==> src/rtl/fir_seq_ctrl_if.sv <==
// Sequencer-side bus: control, sample-in handshake, FIR core drive/return and filtered-sample out.
// master is the sequencer view; slave is the source/core/sink environment view.
interface fir_seq_ctrl_if #(
  parameter int DIV_W = 16
);
  logic             start;
  logic             stop;
  logic [DIV_W-1:0] div;
  logic             in_valid;
  logic [11:0]      in_data;
  logic             in_ready;
  logic             fir_f_s;
  logic             fir_en;
  logic [11:0]      fir_din;
  logic [11:0]      fir_dout;
  logic             out_valid;
  logic [11:0]      out_data;
  logic             busy;
  logic [7:0]       underrun_cnt;

  modport master (
    input  start, stop, div, in_valid, in_data, fir_dout,
    output in_ready, fir_f_s, fir_en, fir_din, out_valid, out_data, busy, underrun_cnt
  );

  modport slave (
    output start, stop, div, in_valid, in_data, fir_dout,
    input  in_ready, fir_f_s, fir_en, fir_din, out_valid, out_data, busy, underrun_cnt
  );
endinterface

==> src/rtl/fir_seq_ctrl.sv <==
// FIR sequencer: divides clk to f_s, flushes core history with zeros on start, then feeds one sample per strobe.
// out_valid fires 4 cycles after each RUN period start; in_ready drops while the one-entry buffer is full.
module fir_seq_ctrl #(
  parameter int TAPS     = 31,
  parameter int PIPE_LAT = 4,
  parameter int DIV_W    = 16
) (
  input  logic           clk,
  input  logic           rst,
  fir_seq_ctrl_if.master bus
);

  typedef enum logic [1:0] {ST_IDLE, ST_FLUSH, ST_RUN} state_t;

  localparam int                FLUSH_N    = TAPS + PIPE_LAT;
  localparam int                FC_W       = $clog2(FLUSH_N + 1);
  localparam logic [FC_W-1:0]   FLUSH_LAST = FC_W'(FLUSH_N);
  localparam logic [DIV_W-1:0]  DIV_MIN    = DIV_W'(3);
  localparam logic [DIV_W-1:0]  CAP_CNT    = DIV_W'(3);

  state_t           state_q, state_d;
  logic [DIV_W-1:0] cnt_q, cnt_d;
  logic [DIV_W-1:0] div_q, div_d;
  logic [FC_W-1:0]  fcnt_q, fcnt_d;
  logic             stop_q, stop_d;
  logic [11:0]      buf_q, buf_d;
  logic             full_q, full_d;
  logic [11:0]      din_q, din_d;
  logic             en_q, en_d;
  logic [11:0]      odat_q, odat_d;
  logic             ovld_q, ovld_d;
  logic [7:0]       urun_q, urun_d;

  logic busy;
  logic in_rdy;
  logic accept;
  logic period_start;
  logic period_end;
  logic stop_seen;

  assign busy         = (state_q != ST_IDLE);
  assign in_rdy       = busy & ~full_q;
  assign accept       = bus.in_valid & in_rdy;
  assign period_start = busy && (cnt_q == '0);
  assign period_end   = busy && (cnt_q == div_q);
  assign stop_seen    = stop_q | bus.stop;

  always_comb begin
    state_d = state_q;
    cnt_d   = cnt_q;
    div_d   = div_q;
    fcnt_d  = fcnt_q;
    stop_d  = stop_q;
    buf_d   = buf_q;
    full_d  = full_q;
    din_d   = din_q;
    en_d    = en_q;
    odat_d  = odat_q;
    ovld_d  = 1'b0;
    urun_d  = urun_q;

    case (state_q)
      ST_IDLE: begin
        if (bus.start) begin
          state_d = ST_FLUSH;
          div_d   = (bus.div < DIV_MIN) ? DIV_MIN : bus.div;
          cnt_d   = '0;
          fcnt_d  = '0;
          stop_d  = 1'b0;
          full_d  = 1'b0;
          urun_d  = '0;
        end
      end

      default: begin
        if (bus.stop) stop_d = 1'b1;
        cnt_d = period_end ? '0 : cnt_q + DIV_W'(1);

        // Consume first: with in_ready = ~full a consume and an accept never coincide.
        if (period_start) begin
          if (state_q == ST_FLUSH) begin
            din_d  = '0;
            en_d   = 1'b1;
            fcnt_d = fcnt_q + FC_W'(1);
          end else if (full_q) begin
            din_d  = buf_q;
            en_d   = 1'b1;
            full_d = 1'b0;
          end else begin
            en_d = 1'b0;
            if (urun_q != 8'hFF) urun_d = urun_q + 8'd1;
          end
        end

        if (accept) begin
          buf_d  = bus.in_data;
          full_d = 1'b1;
        end

        // With div_q == 3 the capture cycle is also the last one; a stop then suppresses it.
        if (state_q == ST_RUN && cnt_q == CAP_CNT && !(period_end && stop_seen)) begin
          odat_d = bus.fir_dout;
          ovld_d = 1'b1;
        end

        if (period_end) begin
          if (stop_seen) begin
            state_d = ST_IDLE;
            stop_d  = 1'b0;
            en_d    = 1'b0;
            cnt_d   = '0;
          end else if (state_q == ST_FLUSH && fcnt_q == FLUSH_LAST) begin
            state_d = ST_RUN;
          end
        end
      end
    endcase
  end

  always_ff @(posedge clk) begin
    if (rst) begin
      state_q <= ST_IDLE;
      cnt_q   <= '0;
      div_q   <= DIV_MIN;
      fcnt_q  <= '0;
      stop_q  <= 1'b0;
      buf_q   <= '0;
      full_q  <= 1'b0;
      din_q   <= '0;
      en_q    <= 1'b0;
      odat_q  <= '0;
      ovld_q  <= 1'b0;
      urun_q  <= '0;
    end else begin
      state_q <= state_d;
      cnt_q   <= cnt_d;
      div_q   <= div_d;
      fcnt_q  <= fcnt_d;
      stop_q  <= stop_d;
      buf_q   <= buf_d;
      full_q  <= full_d;
      din_q   <= din_d;
      en_q    <= en_d;
      odat_q  <= odat_d;
      ovld_q  <= ovld_d;
      urun_q  <= urun_d;
    end
  end

  assign bus.fir_f_s      = busy && (cnt_q <= DIV_W'(1));
  assign bus.fir_en       = en_q;
  assign bus.fir_din      = din_q;
  assign bus.in_ready     = in_rdy;
  assign bus.out_valid    = ovld_q;
  assign bus.out_data     = odat_q;
  assign bus.busy         = busy;
  assign bus.underrun_cnt = urun_q;

endmodule

==> src/flat_wrapper.sv <==
// flat-port wrapper written by rule: the top's interface ports become plain ports
module fir_seq_ctrl_flat 
#(
  parameter int TAPS     = 31,
  parameter int PIPE_LAT = 4,
  parameter int DIV_W    = 16
)
  (clk, rst, bus_start, bus_stop, bus_div, bus_in_valid, bus_in_data, bus_fir_dout, bus_in_ready, bus_fir_f_s, bus_fir_en, bus_fir_din, bus_out_valid, bus_out_data, bus_busy, bus_underrun_cnt);
  fir_seq_ctrl_if #(.DIV_W(DIV_W)) bus_i ();
  input  logic clk;
  input  logic rst;
  input wire logic [$bits(bus_i.start)-1:0] bus_start;
  input wire logic [$bits(bus_i.stop)-1:0] bus_stop;
  input wire logic [$bits(bus_i.div)-1:0] bus_div;
  input wire logic [$bits(bus_i.in_valid)-1:0] bus_in_valid;
  input wire logic [$bits(bus_i.in_data)-1:0] bus_in_data;
  input wire logic [$bits(bus_i.fir_dout)-1:0] bus_fir_dout;
  output wire logic [$bits(bus_i.in_ready)-1:0] bus_in_ready;
  output wire logic [$bits(bus_i.fir_f_s)-1:0] bus_fir_f_s;
  output wire logic [$bits(bus_i.fir_en)-1:0] bus_fir_en;
  output wire logic [$bits(bus_i.fir_din)-1:0] bus_fir_din;
  output wire logic [$bits(bus_i.out_valid)-1:0] bus_out_valid;
  output wire logic [$bits(bus_i.out_data)-1:0] bus_out_data;
  output wire logic [$bits(bus_i.busy)-1:0] bus_busy;
  output wire logic [$bits(bus_i.underrun_cnt)-1:0] bus_underrun_cnt;
  assign bus_i.start = bus_start;
  assign bus_i.stop = bus_stop;
  assign bus_i.div = bus_div;
  assign bus_i.in_valid = bus_in_valid;
  assign bus_i.in_data = bus_in_data;
  assign bus_i.fir_dout = bus_fir_dout;
  assign bus_in_ready = bus_i.in_ready;
  assign bus_fir_f_s = bus_i.fir_f_s;
  assign bus_fir_en = bus_i.fir_en;
  assign bus_fir_din = bus_i.fir_din;
  assign bus_out_valid = bus_i.out_valid;
  assign bus_out_data = bus_i.out_data;
  assign bus_busy = bus_i.busy;
  assign bus_underrun_cnt = bus_i.underrun_cnt;
  fir_seq_ctrl #(.TAPS(TAPS), .PIPE_LAT(PIPE_LAT), .DIV_W(DIV_W)) u_core (.clk(clk), .rst(rst), .bus(bus_i));
endmodule
==> config.mk <==
export PLATFORM = sky130hd
export DESIGN_NAME = fir_seq_ctrl_flat
export DESIGN_NICKNAME = d
export VERILOG_FILES = /design/src/rtl/fir_seq_ctrl_if.sv /design/src/rtl/fir_seq_ctrl.sv /design/src/flat_wrapper.sv
export SDC_FILE = /design/constraint.sdc
export NUM_CORES = 1
export LEC_CHECK = 0
export CAP_MARGIN = 5
export CORE_ASPECT_RATIO = 0.7
export CORE_MARGIN = 2
export CORE_UTILIZATION = 28
export CTS_CLUSTER_SIZE = 8
export DETAILED_ROUTE_END_ITERATION = 8
export HOLD_SLACK_MARGIN = 0.06
export PLACE_DENSITY = 0.59
export SLEW_MARGIN = 20
export SYNTH_ARGS = -nofsm -noshare
export SYNTH_HDL_FRONTEND = slang
export SYNTH_SLANG_ARGS = --single-unit
export TNS_END_PERCENT = 20
==> constraint.sdc <==
create_clock -name clk -period 2.3 [get_ports clk]
set_clock_uncertainty 0.2 [all_clocks]
set_input_delay 0.345 -clock clk [delete_from_list [all_inputs] [get_ports clk]]
set_output_delay 0.345 -clock clk [all_outputs]
set_load 0.05 [all_outputs]
After elaboration in Yosys (flattened, before gate mapping)

Index checks and enable logic that the tools add are counted.
Widths: inputs -> output; s select.

Add/subtract/negate cells: 3
Order comparisons: 2
Equality and inequality tests: 10
Mux-type cells: 38
Bitwise logic cells: 5
Reduce and logical (&&, ||, !) cells: 27

Operators with widths:

| operator              | number |
|---|---|
| $mux 16               | 6 |
| $mux 8                | 6 |
| $mux 12               | 2 |
| $mux 6                | 4 |
| $add 16x1->16 const B | 1 |
| $eq 16x16->1          | 1 |
| $eq 16x2->1 const B   | 1 |
| $le 16x1->1 const B   | 1 |
| $logic_not 16->1      | 1 |
| $lt 16x2->1 const B   | 1 |
| $mux 1                | 15 |
| $reduce_and 3->1      | 4 |
| $reduce_bool 2->1     | 6 |
| $mux 2                | 5 |
| $add 8x1->8 const B   | 1 |
| $ne 8x8->1 const B    | 1 |
| $logic_and 1x1->1     | 7 |
| $add 6x1->6 const B   | 1 |
| $eq 6x6->1 const B    | 1 |
| $ne 2x2->1 const B    | 3 |
| $reduce_and 2->1      | 3 |
| $reduce_bool 3->1     | 2 |
| $reduce_and 5->1      | 1 |
| $ne 3x2->1 const B    | 1 |
| 8 further kinds       | 10 |

Register bits: 88
Output and inout bits: 37
Logic and storage cells: 97

Longest topological paths before layout

Depth after elaboration: 6
Mapped depth: 9
Gate-level depth less buffers: 6

Worst setup path before layout

OpenSTA, ideal clock, no wires.

Path kind: register to register
From: register u_core.state_q[1]
To: register u_core.cnt_q[13]
Library setup time: 72 ps
Arrival time: 2077 ps
Required time: 2028 ps
Path slack: -49 ps
Cell stages (with the launch flop): 8
Path buffers: 2
Clock period less this slack: 2349 ps
Path through: dfxtp_1 > buf_2 > nor2_2 > clkinv_1 > nor3_2 > buf_2 > a31oi_1 > mux2i_1

Word-level cells in the longest chain between the ends: 6

Ends and longest elaborated chain:

| what                   | line                | source |
|---|---|---|
| start, declared        | fir_seq_ctrl.sv:21  | `state_t state_q, state_d;` |
| start signal, assigned | fir_seq_ctrl.sv:135 | `state_q <= state_d;` |
| $reduce_bool 2->1 *    | fir_seq_ctrl.sv:41  | `assign busy = (state_q != ST_IDLE);` |
| named net bus_busy     | flat_wrapper.sv:24  | `output wire logic [$bits(bus_i.busy)-1:0] bus_busy;` |
| $logic_and 1x1->1 *    | fir_seq_ctrl.sv:45  | `assign period_end = busy && (cnt_q == div_q);` |
| $mux 16                | fir_seq_ctrl.sv:77  | `cnt_d = period_end ? '0 : cnt_q + DIV_W'(1);` |
| $mux 16                | fir_seq_ctrl.sv:107 | `if (stop_seen) begin` |
| $mux 16 *              | fir_seq_ctrl.sv:106 | `if (period_end) begin` |
| $mux 16 *              | fir_seq_ctrl.sv:62  | `case (state_q)` |
| end signal, assigned   | fir_seq_ctrl.sv:136 | `cnt_q <= cnt_d;` |
| end, declared          | fir_seq_ctrl.sv:22  | `logic [DIV_W-1:0] cnt_q, cnt_d;` |

Mark *: on every way through the listed nets, which the timed path passes. The rest lies on a longest branch.
A chain may end at the register's enable or synchronous reset.

Final worst setup path

From: register u_core.cnt_q[9]
To: register u_core.odat_q[0], in the netlist u_core.bus.out_data[0]

Word-level cells in the longest chain between the ends: 6

Ends and longest elaborated chain:

| what                         | line                | source |
|---|---|---|
| $eq 16x16->1                 | fir_seq_ctrl.sv:45  |  |
| $logic_and 1x1->1            | fir_seq_ctrl.sv:45  |  |
| $logic_and 1x1->1            | fir_seq_ctrl.sv:101 | `if (state_q == ST_RUN && cnt_q == CAP_CNT && !(period_end && stop_seen)) begin` |
| $logic_not 1->1              | fir_seq_ctrl.sv:101 |  |
| $logic_and 1x1->1 *          | fir_seq_ctrl.sv:101 |  |
| $reduce_and 2->1 (no line) * | -                   |  |
| end signal, assigned         | fir_seq_ctrl.sv:144 | `odat_q <= odat_d;` |
| end, declared                | fir_seq_ctrl.sv:30  | `logic [11:0] odat_q, odat_d;` |

Mark *: on every way between the ends. The rest lies on a longest branch, timed or not.

==> impl_results.md <==
* Initial antenna violation count at 0
* DRT antenna net count at 0
* Hold crit path type: in -> reg
* Final setup fails at 0
* CTS Sinks at 88
* IO Count at 82
* Largest family of logic cells by synthesized area: simple AND/OR/NAND/NOR gates
* Die height at 109.1 µm
* H-tree levels at 3
* Seq/Total Area, Yosys at 39.86%
* Die area at 0.01682 mm²
* Worst slew pin tran at 0.9173 ns
* Final HPWL DP at 9276 µm
* Share of layout cells above drive strength 1 at 15.25%
* DRT Wirelength at 13,620 µm
* Ys Warns at 0
* Critical-path cell list: xor2_1, nor4_1, nand4_1, buf_4, buf_12, or4b_1, o2111ai_1
* Fin. max-slew vios at 0
* Yosys reg bits at 88
* Clock root buffer: clkbuf_16
* Hold Path End: u_core.state_q[0]
* Yosys top cell by area: dfxtp_1
* Pin count of the biggest net entering global routing at 49
* Num CTS Buffers at 9
* Overall Global Routing Usage at 15.25%
* GRT Residual Overflow at 0
* Register-to-register setup slack at 0.07 ns
* R2R Path Start: u_core.cnt_q[9]
* Final Wtd Congestion at 0.8338
* Pwr dens at 561.7 mW/mm²
* Critical path class: reg -> reg
* Net Count, Synth at 567
* Routed vias/inst at 5.281
* Clock Pin Slew Worst Setup and Hold Paths at 0.07 ns
* Avg WL per Cell at 16.55 µm
* Arrival @ worst endpoint at 2.29 ns
* FMAX at 447.7 MHz
* Top cells by area, synth: dfxtp_1, nand2_1, nand3b_1
* CP Data Required Time at 2.36 ns
* Leak at 2.210 nW
* Via Count at 4,346
* Die width at 154.2 µm
* Vias in the first global route at 4,152
* Max-cap violations at 0
* VDD IR max at 0.3719 mV
* Post-route clock period utilization at 97.12%
* Detailed Routing Iterations Pass 1 at 5
* Area Growth Syn to Fin at 40.06%
* Main flop type after synthesis: dfxtp_1
* Top-count cell post-synth: dfxtp_1
* Multiplexer share of the synthesized area at 1.614%
* Status: complete, no violations
* IO Port Bufs at 81
* Synthesized instance count at 517
* Nets at 668
* Clk_lat worst skew at 0.35 ns
* Mean Syn Cell Area at 8.548 µm²
* Crit Reg-Reg Endpoint: u_core.bus.out_data[0]
* Worst Setup Start Kind: flop
* Initial Util at 28.60%
* Worst path max stage delay at 0.52 ns
* Maximum clock insertion buffer count at 2
* Min Clock Period, post-route at 2.234 ns
* Compound-Gate Fraction of Synth Area at 14.50%
* Async SR Flop Fraction at 0%
* CTS tree: built
* R2R depth at 7
* Unique masters post-synth at 55
* Final Core Density at 40.06%
* Synth Area in Adders at 1.416%
* HP Start: rst
* Relative slew slack at 38.62%
* Synth top cells by count: dfxtp_1, nand2_1, a21oi_1
* RSZ-0062 raised after global routing: true
* Hold Vio Cnt, Final at 0
* First-pass GRT wire length at 20,700 µm
* Post-Synth XOR/XNOR Area at 4.558%
* CP max-delay cell: or4b_1
* # rows at 38
* # fillers at 1,518
* Hold Slack at 0.1842 ns
* Post-Synth Simple-Gate Area at 33.13%
* Critical path capture point type: flop
* Antenna fix cells at 0
* Worst-path fanout max at 10
* Worst Hold Depth at 2
* Residual DRC at 0
* Iter 0 DRT Violations at 285
* Post-synth EDFFs at 0
* Core area at 0.01545 mm²
* Netlist Area Pre-Place at 0.004419 mm²
* Post-synth top area share at 39.86%
## critical path, delay by kind of cell (launching register included)
kind	cells	cell delay, ns
and+or+nand+nor	3	0.93
DFF	1	0.45
buffers and inverters	2	0.33
xor gates and xnor gates	1	0.11
AOI/OAI and AO/OA	1	0.11
## power by group
part           leakage, nW  internal (mW)  switching, mW  total (mW)
registers            0.716           1.56         0.0321        1.59
clock network        0.128          0.769          0.647        1.42
logic                 1.37          0.218          0.249       0.467
## metal layers
| metal | GRT usage (%) | vias up | wire length [µm] |
|---|---|---|---|
| met4 | 4.139 | 0 | 59 |
| met1 | 20.77 | 2115 | 6627 |
| met5 | 0 | - | 0 |
| li1 | - | 2105 | - |
| met3 | 3.259 | 10 | 574 |
| met2 | 24.60 | 116 | 6361 |
## final cells by class
class / instances / area (µm²) / share of cell area (%)
Multi-Input combinational cell: 381 / 2529 / 40.85
Sequential cell: 88 / 1769 / 28.58
Timing Repair Buffer: 130 / 1328 / 21.45
Tap cell: 200 / 250.2 / 4.043
Clock buffer: 11 / 242.7 / 3.922
Clock inverter: 5 / 40.04 / 0.6469
Inverter: 8 / 31.28 / 0.5054
## worst max-delay path by stage
| stage | cells past startpoint | from | to | slack, ns |
|---|---|---|---|---|
| after floorplan | 7 | u_core.state_q[1] | u_core.buf_q[0] | -0.005 |
| after global placement | 5 | bus_div[13] | u_core.div_q[0] | -0.05 |
| after detailed placement | 5 | bus_div[13] | u_core.div_q[0] | -0.18 |
| after CTS | 5 | u_core.cnt_q[15] | bus_fir_f_s | 0.002 |
| after global routing | 8 | u_core.cnt_q[10] | u_core.bus.out_data[7] | -0.08 |
| final | 7 | u_core.cnt_q[9] | u_core.bus.out_data[0] | 0.07 |
## flip-flops by register name, summed over array words and instances, names as in the netlist
register / count
u_core.stop_q: 1
u_core.bus.underrun_cnt: 8
u_core.fcnt_q: 6
u_core.full_q: 1
u_core.bus.out_valid: 1
u_core.bus.out_data: 12
u_core.bus.fir_din: 12
u_core.cnt_q: 16
u_core.state_q: 2
u_core.bus.fir_en: 1
u_core.buf_q: 12
u_core.div_q: 16
## layout by cell type (no fill, tap or decap), types with 10 or more instances in the layout
master,netlist,final
a21oi_1,36,36
a31oi_1,12,12
buf_4,1,40
clkbuf_16,0,13
clkdlybuf4s50_1,0,77
dfxtp_1,88,82
nand2_1,65,65
nand2b_1,13,13
nand3_1,35,35
nand3b_1,27,27
nand4_1,14,14
nor2_1,21,20
o2111ai_1,12,12
o21ai_0,22,21
or4b_1,13,12
or4bb_1,10,10
xor2_1,20,20
## cells by family after synthesis
family,after synthesis
compound gates,103
xor+xnor,23
fa+ha+maj,5
buf+inv,48
flops,88
mux,7
simple gates,243
## repair_timing
action,4_1_cts,5_1_grt
gates cloned,0,4
buffers inserted,0,5
endpoints found under the setup margin,2,27
pin swaps,0,6
gates resized for setup,3,19
hold buffers,0,0
endpoints found under the hold margin,0,0
## per-stage QoR
step           total power, mW  setup TNS, ns  cells  setup WS, ns  instance area (µm²)
5_1_grt                  3.615         -1.032    823      -0.08108                 6190
3_5_place_dp             2.075        -0.4996    798       -0.1789                 5678
3_3_place_gp             2.065        -0.1293    798      -0.04658                 5678
4_1_cts                  3.492              0    814      0.002342                 5981
6_report                 3.476              0    823       0.06613                 6190
2_1_floorplan            1.854       -0.04723    517     -0.005305                 4420
Power figures use the tool's default switching activity.
